<file path="src/rtl/i2s_codec_slave.sv">
// rtl/i2s_codec_slave.sv - codec-side I2S endpoint: DACDAT deserialiser and ADCDAT serialiser
module i2s_codec_slave #(
   parameter int DATA_WIDTH = 16,
   parameter int CNT_W      = 5
) (
   input  logic                  iCLK_18_4,
   input  logic                  iRST_N,
   input  logic                  iAUD_BCLK,
   input  logic                  iAUD_LRCK,
   input  logic                  iAUD_DACDAT,
   output logic                  oAUD_ADCDAT,
   input  logic [DATA_WIDTH-1:0] iTX_L,
   input  logic [DATA_WIDTH-1:0] iTX_R,
   output logic [DATA_WIDTH-1:0] oRX_L,
   output logic [DATA_WIDTH-1:0] oRX_R,
   output logic                  oRX_VALID_L,
   output logic                  oRX_VALID_R,
   output logic                  oSHORT_ERR
);

   localparam logic [CNT_W-1:0] FULL = CNT_W'(DATA_WIDTH);
   localparam logic [CNT_W-1:0] ONE  = CNT_W'(1);

   // [0] metastable stage, [1] synchronised level, [2] history
   logic [2:0] bclk_q;
   logic [2:0] lrck_q;
   logic [1:0] dac_q;
   // Edge decode stays masked until the pipelines hold real pin levels,
   // so leaving reset never produces a spurious edge.
   logic [1:0] warm_q;

   logic edges_en, bclk_rise, bclk_fall, lr_edge, lr_lvl, din;

   logic [CNT_W-1:0]      rx_cnt_q,   rx_cnt_d;
   logic [DATA_WIDTH-2:0] rx_shift_q, rx_shift_d;
   logic [DATA_WIDTH-1:0] rx_l_q,     rx_l_d;
   logic [DATA_WIDTH-1:0] rx_r_q,     rx_r_d;
   logic                  valid_l_q,  valid_l_d;
   logic                  valid_r_q,  valid_r_d;
   logic                  short_err_q, short_err_d;
   logic                  armed_q,    armed_d;
   logic [DATA_WIDTH-1:0] tx_shift_q, tx_shift_d;
   logic [DATA_WIDTH-1:0] rx_word;

   // Pin synchronisers, history flops and post-reset warm-up counter
   always_ff @(posedge iCLK_18_4 or negedge iRST_N) begin
      if (!iRST_N) begin
         bclk_q <= '0;
         lrck_q <= '0;
         dac_q  <= '0;
         warm_q <= '0;
      end else begin
         bclk_q <= {bclk_q[1:0], iAUD_BCLK};
         lrck_q <= {lrck_q[1:0], iAUD_LRCK};
         dac_q  <= {dac_q[0], iAUD_DACDAT};
         if (warm_q != 2'd3) begin
            warm_q <= warm_q + 2'd1;
         end
      end
   end

   assign edges_en  = (warm_q == 2'd3);
   assign bclk_rise = edges_en & bclk_q[1] & ~bclk_q[2];
   assign bclk_fall = edges_en & ~bclk_q[1] & bclk_q[2];
   assign lr_edge   = edges_en & (lrck_q[1] ^ lrck_q[2]);
   assign lr_lvl    = lrck_q[1];
   assign din       = dac_q[1];
   assign rx_word   = {rx_shift_q, din};

   // Receive next-state: slot restart on LRCK edge, MSB-first shift, saturating count.
   // Nothing is captured until the first LRCK edge after reset (armed_q).
   always_comb begin
      rx_cnt_d    = rx_cnt_q;
      rx_shift_d  = rx_shift_q;
      rx_l_d      = rx_l_q;
      rx_r_d      = rx_r_q;
      valid_l_d   = 1'b0;
      valid_r_d   = 1'b0;
      short_err_d = 1'b0;
      armed_d     = armed_q;
      if (lr_edge) begin
         short_err_d = (rx_cnt_q != '0) && (rx_cnt_q < FULL);
         armed_d     = 1'b1;
         rx_cnt_d    = '0;
         rx_shift_d  = '0;
         if (bclk_rise) begin
            rx_cnt_d   = ONE;
            rx_shift_d = {{(DATA_WIDTH-2){1'b0}}, din};
         end
      end else if (bclk_rise && armed_q && (rx_cnt_q < FULL)) begin
         rx_cnt_d   = rx_cnt_q + ONE;
         rx_shift_d = rx_word[DATA_WIDTH-2:0];
         if (rx_cnt_q == FULL - ONE) begin
            if (lr_lvl) begin
               rx_l_d    = rx_word;
               valid_l_d = 1'b1;
            end else begin
               rx_r_d    = rx_word;
               valid_r_d = 1'b1;
            end
         end
      end
   end

   // Transmit next-state: load on LRCK edge (wins over a coincident fall), shift on fall
   always_comb begin
      tx_shift_d = tx_shift_q;
      if (lr_edge) begin
         tx_shift_d = lr_lvl ? iTX_L : iTX_R;
      end else if (bclk_fall) begin
         tx_shift_d = {tx_shift_q[DATA_WIDTH-2:0], 1'b0};
      end
   end

   // Datapath state registers
   always_ff @(posedge iCLK_18_4 or negedge iRST_N) begin
      if (!iRST_N) begin
         rx_cnt_q    <= '0;
         rx_shift_q  <= '0;
         rx_l_q      <= '0;
         rx_r_q      <= '0;
         valid_l_q   <= 1'b0;
         valid_r_q   <= 1'b0;
         short_err_q <= 1'b0;
         armed_q     <= 1'b0;
         tx_shift_q  <= '0;
      end else begin
         rx_cnt_q    <= rx_cnt_d;
         rx_shift_q  <= rx_shift_d;
         rx_l_q      <= rx_l_d;
         rx_r_q      <= rx_r_d;
         valid_l_q   <= valid_l_d;
         valid_r_q   <= valid_r_d;
         short_err_q <= short_err_d;
         armed_q     <= armed_d;
         tx_shift_q  <= tx_shift_d;
      end
   end

   assign oAUD_ADCDAT = tx_shift_q[DATA_WIDTH-1];
   assign oRX_L       = rx_l_q;
   assign oRX_R       = rx_r_q;
   assign oRX_VALID_L = valid_l_q;
   assign oRX_VALID_R = valid_r_q;
   assign oSHORT_ERR  = short_err_q;

endmodule

</file>
<file path="config.mk">
export PLATFORM = sky130hd
export DESIGN_NAME = i2s_codec_slave
export DESIGN_NICKNAME = d
export VERILOG_FILES = /design/src/rtl/i2s_codec_slave.sv
export SDC_FILE = /design/constraint.sdc
export NUM_CORES = 1
export LEC_CHECK = 0
export ABC_CLOCK_PERIOD_IN_PS = 3900
export BUFFER_PORTS_ARGS = -buffer_cell sky130_fd_sc_hd__clkbuf_2
export CORE_MARGIN = 2
export CORE_UTILIZATION = 35
export CTS_BUF_LIST = sky130_fd_sc_hd__clkbuf_2
export DETAILED_ROUTE_END_ITERATION = 7
export PLACE_DENSITY = 0.55
export SLEW_MARGIN = 20
export SYNTH_ARGS = -nofsm -noshare
export SYNTH_HDL_FRONTEND = slang
export SYNTH_SLANG_ARGS = --single-unit
</file>
<file path="constraint.sdc">
create_clock -name iCLK_18_4 -period 3.9 [get_ports iCLK_18_4]
set_input_delay 0.39 -clock iCLK_18_4 [delete_from_list [all_inputs] [get_ports iCLK_18_4]]
set_output_delay 0.39 -clock iCLK_18_4 [all_outputs]
set_load 0.02 [all_outputs]
</file>
==> impl_metrics.env, run 1 <==
export IMPL_hold_path_class="primary input to register"
export IMPL_clock_sinks=82
export IMPL_cellPowerDensity_nw_per_um2=366
export IMPL_p_comb_frac=0.100
export IMPL_p_sw_mw=0.408
export IMPL_worst_endpoint_arrival_ps=3010
export IMPL_cp_cell_sequence="ha_1 -> and3b_1 -> nand4_2 -> mux2_2"
export IMPL_slew_violations=0
export IMPL_cts_root_buffer="clkbuf_2"
export IMPL_p_sw_frac=0.269
export IMPL_synth_cell_types=33
export IMPL_ys_ff_latch=82
export IMPL_drt_iter0_markers=90
export IMPL_endpoint_kind="register"
export IMPL_fin_total_pwr_mw=1.52
export IMPL_cts_path_max_buffers=2
export IMPL_min_path_cells=3
export IMPL_vias_per_cell=4.89
export IMPL_num_io_pins=73
export IMPL_core_area_um2=9820
export IMPL_grt_ovfl_total=0
export IMPL_leakagePower_nw=2.13
export IMPL_grt_start_max_net_pins=83
export IMPL_initial_core_util=0.361
export IMPL_clock_power_share=0.292
export IMPL_postCtsSetupRepairBufs=0
export IMPL_worstMarginPinSlew_ps=1010
export IMPL_firstDrtPassIters=4
export IMPL_syn_area_um2=3540
export IMPL_critical_path_top_delay_family="simple AND/OR/NAND/NOR gates"
export IMPL_antenna_found_initial=0
export IMPL_layout_min_cycle_time_ps=2580
export IMPL_fin_crit_sh=0.661
export IMPL_reg2reg_depth=4
export IMPL_ctsHtreeMaxLevel=3
export IMPL_post_route_cells_drive_above_1_share=0.362
export IMPL_pwr_share_seq=0.608
export IMPL_finalClockSkew_ps=30.7
export IMPL_setup_tns_ps=0
export IMPL_synth_seq_area_share=0.579
export IMPL_fp_dieW_um=105
export IMPL_place_congestion=0.764
export IMPL_totalWireLength_mm=6.60
export IMPL_cts_resized=0
export IMPL_synthCells=269
export IMPL_crit_path_start_kind="register"
export IMPL_finalHoldViolCount=0
export IMPL_status="finished clean"
export IMPL_grt_pass1_vias=2324
export IMPL_dieArea_um2=10900
export IMPL_place_hpwl_mm=4.35
export IMPL_cp_max_fo=17
export IMPL_syn_nets=310
export IMPL_power_internal_mw=1.11
export IMPL_wl_per_cell_um=13.8
export IMPL_io_buffers=72
export IMPL_hold_buffers=4
export IMPL_clk_insertion_delay_late_ps=540
export IMPL_relSlewSlack=0.325
export IMPL_timing_fmax_ghz=0.388
export IMPL_drc_errors=0
export IMPL_cts_tree="built"
export IMPL_syn_area_per_cell_um2=13.2
export IMPL_vias=2338
export IMPL_yosysWarningCount=0
export IMPL_rows=36
export IMPL_clk_pin_slew_worst_paths_ps=230
export IMPL_antenna_cells=0
export IMPL_cap_viol_max_count=0
export IMPL_grt_usage=0.131
export IMPL_holdWs_ps=127
export IMPL_nets=381
export IMPL_worst_path_stages=4
export IMPL_grt_pass1_wl_mm=11.5
export IMPL_die_h_um=105
export IMPL_cp_required_ps=4340
export IMPL_cpPeakStageDelay_ps=600
export IMPL_crit_type="register to register"
export IMPL_cts_buffers=9
export IMPL_crit_buf_inv=0
export IMPL_ant_nets=0
export IMPL_fill_cells=966
export IMPL_worst_ir_drop_vdd_uv=120
export IMPL_rsz0062_at_grt="false"
export IMPL_critical_path_slowest_cell="and3b_1"
export IMPL_area_growth_pct=17.2
export IMPL_finalSetupViolations=0
layout by cell type, fill, tap and decap left out, drive strengths merged, types with 2 or more instances in the layout:
cell,netlist,final
o21ai,18,18
nand3,16,16
nand2b,3,3
or4,2,2
nand3b,2,2
a21oi,20,20
nor2,2,2
ha,4,4
inv,7,9
xnor2,2,2
mux2,33,33
mux2i,46,46
dlygate4sd3,0,4
buf,11,3
o31ai,2,2
dfrtp,82,82
clkbuf,7,80
clkinv,0,3
final timing paths:
| kind | endpoint | slack [ps] | from |
|---|---|---|---|
| max | oRX_R[1]$_DFFE_PN0P_ | 1320 | warm_q[0]$_DFFE_PN0P_ |
| min | tx_shift_q[3]$_DFFE_PN0P_ | 130 | iTX_R[3] |
| max reg2reg | oRX_R[1]$_DFFE_PN0P_ | 1320 | warm_q[0]$_DFFE_PN0P_ |
| min reg2reg | dac_q[1]$_DFF_PN0_ | 370 | dac_q[0]$_DFF_PN0_ |
| max in group asynchronous | tx_shift_q[14]$_DFFE_PN0P_ | 2970 | iRST_N |
| min in group asynchronous | oRX_VALID_L$_DFF_PN0_ | 420 | iRST_N |
synthesized netlist by cell type (all sizes together):
cell type	count	area, µm²
a2111oi	1	27.5
a211oi	1	7.51
a21oi	20	100
a22oi	1	7.51
and3	1	6.26
and3b	1	8.76
buf	11	71.3
clkbuf	7	26.3
dfrtp	82	2050
ha	4	50.1
inv	7	26.3
mux2	33	372
mux2i	46	460
nand2	1	3.75
nand2b	3	18.8
nand3	16	80.1
nand3b	2	27.5
nand4	1	12.5
nor2	2	10.0
nor2b	1	6.26
o211ai	1	7.51
o21ai	18	90.1
o2bb2ai	1	8.76
o31ai	2	15.0
o32a	1	10.0
or3	1	6.26
or4	2	15.0
xnor2	2	17.5
final cells by class:
class	instances	area, µm²	share of cell area
multi-input cells	162	1370	0.331
clock buffers	9	45.0	0.0108
repair buffers	78	422	0.102
well taps	133	166	0.0401
clock inverters	7	67.6	0.0163
flip-flops and latches	82	2050	0.494
inverters	7	26.3	0.00633
worst register-to-register path: stages (launching register included):
cell and delay [ps]:
dfrtp_1 410, ha_1 420, and3b_1 600, nand4_2 610
mux2_2 460
power groups by stage:
stage / clock (mW) / combinational [mW] / sequential, mW
final: 0.445 / 0.152 / 0.924
after global routing: 0.497 / 0.172 / 0.931
after CTS: 0.463 / 0.156 / 0.924
after detailed placement: 0 / 0.152 / 0.940
after global placement: 0 / 0.148 / 0.939
after floorplan: 0 / 0.0983 / 0.932
per-layer routing:
metal,vias up,GRT usage,wire (µm)
met1,1149,0.179,3130
li1,1114,-,-
met4,0,0.0571,118
met5,-,0,0
met2,64,0.200,3020
met3,11,0.0299,326
state kept, by name, summed over array words and instances, names as in the netlist, 3 cells and up:
| signal | flops |
|---|---|
| rx_cnt_q | 5 |
| lrck_q | 3 |
| bclk_q | 3 |
| rx_shift_q | 15 |
| tx_shift_q | 16 |
| oRX_R | 16 |
| oRX_L | 16 |
per-stage QoR:
step | cell area [µm²] | util | setup slack [ps] | std cells
5_1_grt | 4150 | 0.423 | 1030 | 478
6_report | 4150 | 0.423 | 1320 | 478
3_3_place_gp | 4000 | 0.407 | 1300 | 458
2_1_floorplan | 3540 | - | 1900 | 269
4_1_cts | 4150 | 0.423 | 1210 | 478
3_5_place_dp | 4000 | 0.407 | 1220 | 458
kinds of logic (layout without fill, tap and decap cells):
group                    count (synthesis)  count (layout)  share of synthesized area
flip-flops                              82              82                      0.579
multiplexers                            79              79                      0.235
AO/OA/AOI/OAI                           46              46                     0.0773
AND/OR/NAND/NOR                         31              31                     0.0551
buffers and inverters                   25             101                     0.0349
adder cells (fa/ha/maj)                  4               4                     0.0141
XOR/XNOR                                 2               2                    0.00494
No activity file was read; power rests on OpenSTA's default activity.
==> run 2, diff against run 1 <==
- ABC_AREA: default -> 1
- ABC_CLOCK_PERIOD_IN_PS: 3900 -> 2400
- clock period: 3.9 -> 2.4 ns (I/O delays scaled with it)
==> impl_metrics.env, run 2 <==
export IMPL_ys_flop_type="dfrtp_1"
export IMPL_multi_input_comb_area_um2=1320
export IMPL_holdWs_ps=61.9
export IMPL_yosysWarningCount=0
export IMPL_pre_cts_ws_ps=475
export IMPL_cts_root_buffer="clkbuf_2"
export IMPL_synth_top_area_share=0.561
export IMPL_endpoint_kind="register"
export IMPL_die_h_um=106
export IMPL_worstMarginPinSlew_ps=615
export IMPL_setup_tns_ps=0
export IMPL_synth_area_leaders="dfrtp_1, nand2_1, nand3_1, nand4_1, o21ai_1"
export IMPL_finalSetupViolations=0
export IMPL_timing_fmax_ghz=0.459
export IMPL_vias_per_cell=4.76
export IMPL_hold_path_class="primary input to register"
export IMPL_grt_pass1_vias=2942
export IMPL_fin_ws_ps=221
export IMPL_cts_tree="built"
export IMPL_fin_total_pwr_mw=2.46
export IMPL_io_buffers=72
export IMPL_clk_insertion_delay_late_ps=520
export IMPL_fp_dieW_um=106
export IMPL_finalHoldViolCount=0
export IMPL_drt_iter0_markers=95
export IMPL_status="finished clean"
export IMPL_relSlewSlack=0.590
export IMPL_crit_path_end="tx_shift_q[14]$_DFFE_PN0P_"
export IMPL_grt_ovfl_total=0
export IMPL_post_route_cells_drive_above_1_share=0.265
export IMPL_cp_required_ps=2840
export IMPL_core_area_um2=10200
export IMPL_met2WireLength_mm=4.00
export IMPL_finalClockSkew_ps=31.3
export IMPL_nets=523
export IMPL_layout_min_cycle_time_ps=2180
export IMPL_highest_layer="met4"
export IMPL_cts_buffers=9
export IMPL_wl_per_cell_um=12.7
export IMPL_r2r_start="warm_q[0]$_DFFE_PN0P_"
export IMPL_grt_start_max_net_pins=46
export IMPL_synthCells=384
export IMPL_cap_viol_max_count=0
export IMPL_worst_endpoint_arrival_ps=2620
export IMPL_async_flop_share=1.00
export IMPL_drc_errors=0
export IMPL_crit_type="register to register"
export IMPL_cp_max_fo=10
export IMPL_totalWireLength_mm=7.93
export IMPL_layout_common_cells="nand2_1, dfrtp_1, clkbuf_2, nand3_1, dlygate4sd3_1"
export IMPL_dr_wl_met3_um=469
export IMPL_grt_usage=0.151
export IMPL_rows=37
export IMPL_synth_edff_count=0
export IMPL_clk_pin_slew_worst_paths_ps=210
export IMPL_antenna_found_initial=0
export IMPL_initial_core_util=0.357
export IMPL_num_io_pins=73
export IMPL_synth_seq_area_share=0.561
export IMPL_syn_nets=425
export IMPL_vias=2964
export IMPL_rsz0062_at_grt="false"
export IMPL_leakagePower_nw=2.22
export IMPL_worst_ir_drop_vdd_uv=271
export IMPL_ant_nets=0
export IMPL_slew_violations=0
export IMPL_final_common_cell="nand2_1"
export IMPL_syn_area_per_cell_um2=9.52
export IMPL_cellPowerDensity_nw_per_um2=549
export IMPL_yosys_top_cells_count="nand2_1, dfrtp_1, nand3_1"
export IMPL_crit_path_start="warm_q[0]$_DFFE_PN0P_"
export IMPL_ctsHtreeMaxLevel=3
export IMPL_syn_area_um2=3660
export IMPL_synth_most_common_cell="nand2_1"
export IMPL_grt_pass1_wl_mm=13.6
export IMPL_dieArea_um2=11300
export IMPL_timing_rr_end="tx_shift_q[14]$_DFFE_PN0P_"
export IMPL_met1_length_mm=3.37
export IMPL_firstDrtPassIters=4
export IMPL_area_growth_pct=22.5
export IMPL_fill_cells=1034
export IMPL_seqCellArea_um2=2050
export IMPL_reg2reg_depth=8
export IMPL_cts_path_max_buffers=2
export IMPL_ys_ff_latch=82
export IMPL_place_hpwl_mm=5.44
export IMPL_r2r_slack_ps=220
export IMPL_synth_area_leader_cell="dfrtp_1"
export IMPL_fin_crit_sh=0.908
export IMPL_clock_sinks=82
export IMPL_crit_path_start_kind="register"
export IMPL_antenna_cells=0
export IMPL_fin_util=0.438
export IMPL_synth_cell_types=31
export IMPL_place_congestion=0.821
==> run 2: changes by cell type after synthesis, moves of 13 or more <==
cell	change
mux2i_1	-46
inv_1	+15
nand4_1	+18
o21ai_1	+22
nand2_1	+99
o211ai_1	+13
nand3_1	+29
a21oi_1	-19
mux2_2	-32
==> run 2: per-layer routing <==
| metal | GRT usage | vias up |
|---|---|---|
| met5 | 0 | - |
| met4 | 0.0423 | 0 |
| met3 | 0.0484 | 9 |
| met2 | 0.261 | 94 |
| met1 | 0.182 | 1395 |
| li1 | - | 1466 |
==> run 2: layout make-up <==
| type | count | share of cell area |
|---|---|---|
| inverter | 29 | 0.0249 |
| tap | 136 | 0.0380 |
| multi-input combinational | 251 | 0.295 |
| clock buffer | 10 | 0.0112 |
| timing repair buffer | 109 | 0.160 |
| sequential | 82 | 0.458 |
| clock inverter | 6 | 0.0128 |
==> run 2: worst max-delay path, stage by stage, from the launching register on <==
cell and delay [ps]:
dfrtp_1 420, ha_1 370, nand2_2 130, nor2_4 270
buf_4 200, nand3_1 70, dlygate4sd3_1 560, nand2_1 70
inv_1 30
==> run 2: timing repair <==
item / CTS / global route
endpoints found under the hold margin: 56 / 2
resized for setup: 0 / 0
buffers inserted: 0 / 6
hold buffers: 24 / 2
endpoints found under the setup margin: 0 / 1
==> run 2: per-stage QoR <==
step	std cells	area, µm²
finish	623	4480
detailed placement	575	4070
global route	623	4480
floorplan	384	3660
CTS	615	4420
global placement	575	4070
==> run 2: worst min-delay path by stage <==
stage | startpoint | endpoint | slack, ps | cells after the start
after floorplan | iRST_N | armed_q$_DFFE_PN0P_ | -60 | 0
after global placement | iRST_N | oRX_L[10]$_DFFE_PN0P_ | 230 | 1
after detailed placement | iRST_N | oRX_L[9]$_DFFE_PN0P_ | 240 | 1
after CTS | iTX_L[8] | tx_shift_q[8]$_DFFE_PN0P_ | 5 | 4
after global routing | iTX_L[8] | tx_shift_q[8]$_DFFE_PN0P_ | 0.9 | 4
final | iTX_L[8] | tx_shift_q[8]$_DFFE_PN0P_ | 60 | 4
==> run 2: cell families (layout without fill, tap and decap cells) <==
logic type / count (synthesis) / count (layout) / share of synthesized area
simple gates: 199 / 199 / 0.265
flops: 82 / 82 / 0.561
buf+inv: 51 / 154 / 0.0777
compound gates: 45 / 45 / 0.0742
fa+ha+maj: 4 / 4 / 0.0137
xor+xnor: 2 / 2 / 0.00479
mux: 1 / 1 / 0.00308
==> run 2: power breakdown <==
group	internal, mW	switching (mW)	leakage [nW]
Sequential	1.44	0.0371	1.07
Combinational	0.126	0.161	1.07
Clock	0.238	0.461	0.0715
==> run 3, diff against run 2 <==
- CELL_PAD_IN_SITES_DETAIL_PLACEMENT: default -> 0
- CELL_PAD_IN_SITES_GLOBAL_PLACEMENT: default -> 1
- PLACE_DENSITY: 0.55 -> 0.68
==> impl_metrics.env, run 3 (synthesis results as in run 2) <==
export IMPL_finalHoldViolCount=0
export IMPL_setup_tns_ps=0
export IMPL_ant_nets=0
export IMPL_clk_pin_slew_worst_paths_ps=210
export IMPL_nets=512
export IMPL_rsz0062_at_grt="false"
export IMPL_worstMarginPinSlew_ps=671
export IMPL_vias=2852
export IMPL_placed_cells=576
export IMPL_place_congestion=0.783
export IMPL_cts_buffers=9
export IMPL_final_area_um2=4360
export IMPL_worst_ir_drop_vdd_uv=270
export IMPL_cap_viol_max_count=0
export IMPL_worst_endpoint_arrival_ps=2470
export IMPL_cp_max_fo=16
export IMPL_wl_per_cell_um=12.8
export IMPL_dieArea_um2=11300
export IMPL_clk_insertion_delay_late_ps=500
export IMPL_fin_crit_sh=0.842
export IMPL_place_area_um2=4080
export IMPL_grt_ovfl_total=0
export IMPL_crit_type="register to register"
export IMPL_fill_cells=1024
export IMPL_cellPowerDensity_nw_per_um2=532
export IMPL_finalClockSkew_ps=14.8
export IMPL_cts_root_buffer="clkbuf_2"
export IMPL_firstDrtPassIters=4
export IMPL_antenna_found_initial=0
export IMPL_cts_tree="built"
export IMPL_num_io_pins=73
export IMPL_drc_errors=0
export IMPL_die_h_um=106
export IMPL_totalWireLength_mm=7.82
export IMPL_cts_path_max_buffers=2
export IMPL_crit_path_start_kind="register"
export IMPL_antenna_cells=0
export IMPL_grt_start_max_net_pins=48
export IMPL_cp_required_ps=2850
export IMPL_rows=37
export IMPL_initial_core_util=0.357
export IMPL_layout_common_cells="nand2_1, dfrtp_1, clkbuf_2, nand3_1"
export IMPL_area_growth_pct=19.1
export IMPL_place_hpwl_mm=5.49
export IMPL_core_area_um2=10200
export IMPL_leakagePower_nw=2.16
export IMPL_vias_per_cell=4.67
export IMPL_io_buffers=72
export IMPL_endpoint_kind="register"
export IMPL_timing_fmax_ghz=0.495
export IMPL_post_route_cells_drive_above_1_share=0.259
export IMPL_fp_dieW_um=106
export IMPL_grt_pass1_vias=2897
export IMPL_fin_cells=611
export IMPL_finalSetupViolations=0
export IMPL_grt_usage=0.151
export IMPL_final_common_cell="nand2_1"
export IMPL_cts_resized=0
export IMPL_layout_min_cycle_time_ps=2020
export IMPL_hold_path_class="primary input to register"
export IMPL_holdWs_ps=57.7
export IMPL_drt_iter0_markers=93
export IMPL_clock_sinks=82
export IMPL_grt_pass1_wl_mm=13.6
export IMPL_relSlewSlack=0.552
export IMPL_status="finished clean"
export IMPL_ctsHtreeMaxLevel=3
export IMPL_slew_violations=0
[run 3: cell count changes in the layout (fill, tap and decap cells not counted), sizes merged]
| cell | previous run | this run |
|---|---|---|
| buf | 12 | 7 |
| dlygate4sd3 | 26 | 20 |
| clkinvlp | 1 | 2 |
| clkbuf | 81 | 80 |
| bufinv | 1 | 0 |
[run 3: per-layer routing]
layer,share of wire,global-route usage
met5,0,0
met4,0.013,0.0423
met3,0.040,0.0380
met2,0.50,0.272
met1,0.45,0.179
[run 3: stage by stage]
| stage | power (mW) | utilization | setup slack [ps] |
|---|---|---|---|
| global placement | 1.74 | 0.398 | 415 |
| detailed placement | 1.74 | 0.398 | 379 |
| global route | 2.45 | 0.426 | 133 |
| CTS | 2.36 | 0.426 | 341 |
| floorplan | 1.65 | - | 796 |
| finish | 2.32 | 0.426 | 380 |
[run 3: where the power goes]
group          leakage (nW)  internal (mW)  switching, mW
sequential             1.07           1.44         0.0365
combinational          1.03          0.108          0.157
clock                0.0533          0.123          0.455
total                  2.16           1.67          0.648
[run 3: final timing paths]
path | start | to | slack [ps] | cells after the start
setup / recovery | rx_cnt_q[0]$_DFFE_PN0P_ | oRX_R[5]$_DFFE_PN0P_ | 380 | 8
hold / removal | iTX_R[14] | tx_shift_q[14]$_DFFE_PN0P_ | 60 | 5
setup reg to reg | rx_cnt_q[0]$_DFFE_PN0P_ | oRX_R[5]$_DFFE_PN0P_ | 380 | 8
hold reg to reg | bclk_q[0]$_DFF_PN0_ | bclk_q[1]$_DFF_PN0_ | 380 | 0
max in group asynchronous | iRST_N | tx_shift_q[10]$_DFFE_PN0P_ | 1530 | 3
min in group asynchronous | iRST_N | oRX_L[14]$_DFFE_PN0P_ | 270 | 2
[run 3: what timing repair did]
| action | in CTS | in global routing |
|---|---|---|
| buffers inserted | 0 | 0 |
| hold buffers | 20 | 0 |
| endpoints found under the hold margin | 65 | 0 |
| setup endpoints to repair | 0 | 0 |
[run 3: worst max-delay path, cell delays in order (launching register included)]
cell and delay, ps:
dfrtp_1 470, ha_1 210, nand2_1 60, nor2_1 120, ha_1 260, inv_1 70, nor2_2 520, nand4_1 190
nand2_1 90
[run 3: layout make-up]
class / count / area (µm²) / area share
clock buffer: 9 / 45.0 / 0.0103
clock inverter: 6 / 35.0 / 0.00804
inverter: 29 / 111 / 0.0256
multi-input combinational: 251 / 1320 / 0.303
sequential: 82 / 2050 / 0.471
tap: 136 / 170 / 0.0391
timing repair buffer: 98 / 621 / 0.142
